==> config.mk <==
export PLATFORM = sky130hd
export DESIGN_NAME = pio_isr_push_ctrl
export DESIGN_NICKNAME = d
export VERILOG_FILES = /design/src/rtl/pio_pkg.sv /design/src/rtl/pio_stall_counter.sv /design/src/rtl/pio_isr_push_ctrl.sv
export SDC_FILE = /design/constraint.sdc
export NUM_CORES = 1
export LEC_CHECK = 0
export ABC_CLOCK_PERIOD_IN_PS = 6900
export CAP_MARGIN = 10
export CORE_ASPECT_RATIO = 0.7
export CORE_MARGIN = 4
export CORE_UTILIZATION = 29
export DETAILED_ROUTE_END_ITERATION = 6
export GPL_TIMING_DRIVEN = 1
export PLACE_DENSITY = 0.95
export RECOVER_POWER = 25
export SLEW_MARGIN = 20
export SYNTH_ARGS = -nofsm -noshare
export SYNTH_HDL_FRONTEND = slang
export SYNTH_SLANG_ARGS = --single-unit
export TNS_END_PERCENT = 10
==> constraint.sdc <==
create_clock -name clk -period 6.9 [get_ports clk]
set_clock_uncertainty 0.05 [all_clocks]
set_input_delay 1.38 -clock clk [delete_from_list [all_inputs] [get_ports clk]]
set_output_delay 1.38 -clock clk [all_outputs]
set_load 0.05 [all_outputs]
==> src/rtl/pio_pkg.sv <==
// pio_pkg: shared state encoding, count decode and data width for the PIO ISR push path.
package pio_pkg;
  localparam int PIO_DATA_W = 32;
  typedef enum logic [1:0] {IDLE, WAIT_IN, WAIT_PUSH} state_t;
  function automatic logic [5:0] dec5(input logic [4:0] v);
    return (v == 5'd0) ? 6'd32 : {1'b0, v};
  endfunction
endpackage

==> src/rtl/pio_stall_counter.sv <==
// pio_stall_counter: 16-bit saturating stall-cycle counter; clr has priority over increment.
module pio_stall_counter (
  input  logic        clk,
  input  logic        reset_n,
  input  logic        en,
  input  logic        clr,
  output logic [15:0] count
);
  always_ff @(posedge clk)
    if (!reset_n || clr) count <= '0;
    else if (en && count != 16'hFFFF) count <= count + 16'd1;
endmodule

==> src/rtl/pio_isr_push_ctrl.sv <==
// pio_isr_push_ctrl: IN/PUSH sequencing for the ISR and RX FIFO, with autopush and blocking-push stall.
// Define PIO_PUSH_STALL_CNT_EN to build the stall-cycle counter; otherwise stall_cycles is tied to 0.
module pio_isr_push_ctrl
  import pio_pkg::*;
(
  input  logic                  clk,
  input  logic                  reset_n,
  input  logic                  penable,
  input  logic                  in_req,
  input  logic [4:0]            in_shift,
  input  logic                  push_req,
  input  logic                  push_iffull,
  input  logic                  push_block,
  input  logic                  autopush,
  input  logic [4:0]            push_thresh,
  input  logic [5:0]            isr_count,
  input  logic [PIO_DATA_W-1:0] isr_data,
  input  logic [PIO_DATA_W-1:0] isr_next,
  input  logic                  rx_full,
  input  logic                  stall_cnt_clr,
  output logic                  isr_do_shift,
  output logic                  isr_clear,
  output logic                  rx_push,
  output logic [PIO_DATA_W-1:0] rx_data,
  output logic                  sm_stall,
  output logic                  rx_drop,
  output logic [15:0]           stall_cycles
);
  state_t state, state_nx;
  logic [5:0] s, t;
  logic [6:0] sum, n;
  logic in_fire, push_fire, release_ok, thresh_hit;

  assign s          = dec5(in_shift);
  assign t          = dec5(push_thresh);
  assign sum        = {1'b0, isr_count} + {1'b0, s};
  assign n          = (sum > 7'd32) ? 7'd32 : sum;
  assign thresh_hit = autopush && (n >= {1'b0, t});
  assign in_fire    = penable && in_req;
  assign push_fire  = penable && push_req && !in_req;
  assign release_ok = penable && !rx_full;

  always_ff @(posedge clk)
    if (!reset_n) state <= IDLE;
    else state <= state_nx;

  always_comb begin
    state_nx     = state;
    isr_do_shift = 1'b0;
    isr_clear    = 1'b0;
    rx_push      = 1'b0;
    rx_data      = '0;
    sm_stall     = 1'b0;
    rx_drop      = 1'b0;
    case (state)
      IDLE:
        if (in_fire) begin
          if (!thresh_hit) isr_do_shift = 1'b1;
          else if (!rx_full) begin
            rx_push   = 1'b1;
            rx_data   = isr_next;
            isr_clear = 1'b1;
          end else begin
            sm_stall = 1'b1;
            state_nx = WAIT_IN;
          end
        end else if (push_fire && !(push_iffull && isr_count < t)) begin
          isr_clear = !rx_full || !push_block;
          rx_push   = !rx_full;
          rx_data   = rx_full ? '0 : isr_data;
          rx_drop   = rx_full && !push_block;
          sm_stall  = rx_full && push_block;
          state_nx  = (rx_full && push_block) ? WAIT_PUSH : IDLE;
        end
      default: begin
        // Stall holds even with penable low; release pushes in the same cycle.
        sm_stall  = !release_ok;
        rx_push   = release_ok;
        isr_clear = release_ok;
        rx_data   = !release_ok ? '0 : (state == WAIT_IN) ? isr_next : isr_data;
        state_nx  = release_ok ? IDLE : state;
      end
    endcase
  end

`ifdef PIO_PUSH_STALL_CNT_EN
  pio_stall_counter u_stall_cnt (
    .clk     (clk),
    .reset_n (reset_n),
    .en      (penable && sm_stall),
    .clr     (stall_cnt_clr),
    .count   (stall_cycles)
  );
`else
  logic unused_clr;
  assign unused_clr   = stall_cnt_clr;
  assign stall_cycles = 16'd0;
`endif
endmodule

==> out/metrics.yaml <==
dr.pass1.iters: 4
tns_ns: 0
clock-sinks: 2
hold_buffers: 0
min_period_over_period: 0.967
worstSetupStartpointType: "primary input"
seq_area_frac_synth: 0.0308
dp_hpwl_um: 4900
async_flop_share: 0
yosysWarnings: 0
synth_cells: 160
n_antenna_cell: 0
routedWlPerCell_um: 16.9
final_nets: 387
synth_edf_count: 0
die_area_um2: 5630
grt_pass1_vias: 1607
ant_nets: 0
largest_reg_flops: 2
grt_max_degree: 33
holdWs_ns: 0.596
cts_max_path_buffers: 2
yosysTopAreaCell: "a22o_2"
cp.arrival_ns: 5.25
ys_top_cells_by_area: "a22o_2 23%, ha_1 16%, buf_4 9.2%"
final_layout_size_suffix_gt1_frac: 0.271
top_register: "state"
start_util: 0.300
syn-cell-area_um2: 1300
routed_wl_um: 5620
vdd_drop_max_mv: 0.0720
slowest_delay_ns: 0.54
reg_top3: "state x2"
cap_viol_max_count: 0
synthFlopType: "dfxtp_1"
gp_congestion: 0.924
clk_latency_ns: 0.21
drt_iter0_drc: 38
core_um2: 4330
hold_viol: 0
dr_total_vias: 1653
leakage_nw: 1.19
reg2reg_depth: 4
cp_cell_sequence: "clkdlybuf4s50_1 > or4_1 > nor2_1 > ha_1 > or3_1 > a211oi_4 > inv_1 > ha_1 > and4_1 > a41oi_2 > and2_1 > a21boi_0 > dlymetal6s2s_1"
setup_viol: 0
fmax_mhz: 150
tightest_slew_ns: 0.902
holdPathStages: 3
synth_top_area_frac: 0.231
die_w_um: 88.0
critPathKind: "primary input to output pin"
area_growth_pct: 119
path_max_fanout: 6
clk_pin_slew_ns: 0.03
grt_setup_unrepaired: "false"
h-tree-depth: 1
drcViolationCount: 0
synthTopCellsByCount: "30 x a22o_2, 17 x ha_1, 16 x buf_4"
ys_ff_latch: 2
crit_top_cell: "ha_1"
p_per_area_nw_per_um2: 91.0
dieHeight_um: 64.0
fp-row-count: 20
slew_headroom: 0.392
yosysMostFrequentCell: "a22o_2"
via_per_inst: 4.98
status: "finished, final reports clean"
clockRootBuffer: "clkbuf_8"
grt_pass1_wl_um: 8200
avgSynthCellArea_um2: 8.12
io_buffers: 125
worst_hold_path_type: "flop to flop"
drv_slew: 0
antenna_found_initial: 0
synth_cell_types: 38
cts_made_buffers: 3
crit_slowest_cell: "or4_1"
grt_overflow: 0
period_needed_ns: 6.68
ios: 143
crit_path_end_kind: "output pin"
critical_path_required_ns: 5.47
cts_tree: "built"
track_usage: 0.183
[worst paths after layout]
kind / start / end / slack [ns]
worst max-delay path: in_shift[1] / rx_push / 0.22
worst min-delay path: state[0]$_SDFFE_PN0P_ / state[0]$_SDFFE_PN0P_ / 0.60
worst max register to register: state[1]$_SDFFE_PN0P_ / state[0]$_SDFFE_PN0P_ / 5.71
worst min register to register: state[0]$_SDFFE_PN0P_ / state[0]$_SDFFE_PN0P_ / 0.60
[layout by cell type, fill, tap and decap left out, drive strengths merged, types with 4 or more instances in the layout]
cell / instances
nor2b: 4
o21ai: 4
nand3: 7
nor2: 9
a21oi: 8
a22o: 32
buf: 35
ha: 17
conb: 16
clkdlybuf4s50: 88
nand2: 10
inv: 7
and2: 7
clkbuf: 4
[worst max-delay path: cells and delay by family]
kind	cells	cell delay, ns
and+or+nand+nor	5	1.52
buffers and inverters	3	1.03
AOI/OAI and AO/OA	3	0.73
adders and majority gates	2	0.56
[logic make-up (layout without fill, tap and decap cells)]
kind of cell	count (synthesis)	count (layout)	share of synthesized area
compound gates	57	57	0.410
flops	2	2	0.0308
fa+ha+maj	18	18	0.179
other cells	1	16	0.00289
buf+inv	34	136	0.179
simple gates	45	45	0.177
xor+xnor	3	3	0.0202
[what timing repair did]
action                     CTS  global route
buffers inserted             0             0
setup endpoints to repair    0            29
resized for setup            0             2
[layer usage]
layer / up-vias / wire (µm) / global-route usage
li1: 804 / - / -
met1: 777 / 2090 / 0.208
met4: 0 / 0 / 0.0172
met2: 72 / 3050 / 0.360
met3: 0 / 484 / 0.0348
met5: - / 0 / 0
[cell type report]
cell class / count / area [µm²]
multi-input cells: 139 / 1090
inverters: 7 / 26.3
fillers: 349 / 1480
clock buffers: 3 / 41.3
flip-flops and latches: 2 / 40.0
repair buffers: 126 / 1580
well taps: 55 / 68.8
[per-stage QoR]
| stage | util | instance area [µm²] | total power [mW] | std cells | setup slack (ns) |
|---|---|---|---|---|---|
| 2_1_floorplan | - | 1360 | 0.121 | 175 | 0.502 |
| 3_3_place_gp | 0.652 | 2820 | 0.208 | 329 | 0.309 |
| 3_5_place_dp | 0.652 | 2820 | 0.215 | 329 | 0.183 |
| 4_1_cts | 0.662 | 2870 | 0.261 | 332 | 0.169 |
| 5_1_grt | 0.658 | 2850 | 0.274 | 332 | 0.0162 |
| 6_report | 0.658 | 2850 | 0.259 | 332 | 0.225 |
[report_power, final]
group	total [mW]	switching [mW]	internal (mW)
Combinational	0.202	0.102	0.100
Sequential	0.0123	0.000343	0.0119
Clock	0.0446	0.00784	0.0368
Total	0.259	0.110	0.149
No activity file was read; power rests on OpenSTA's default activity.
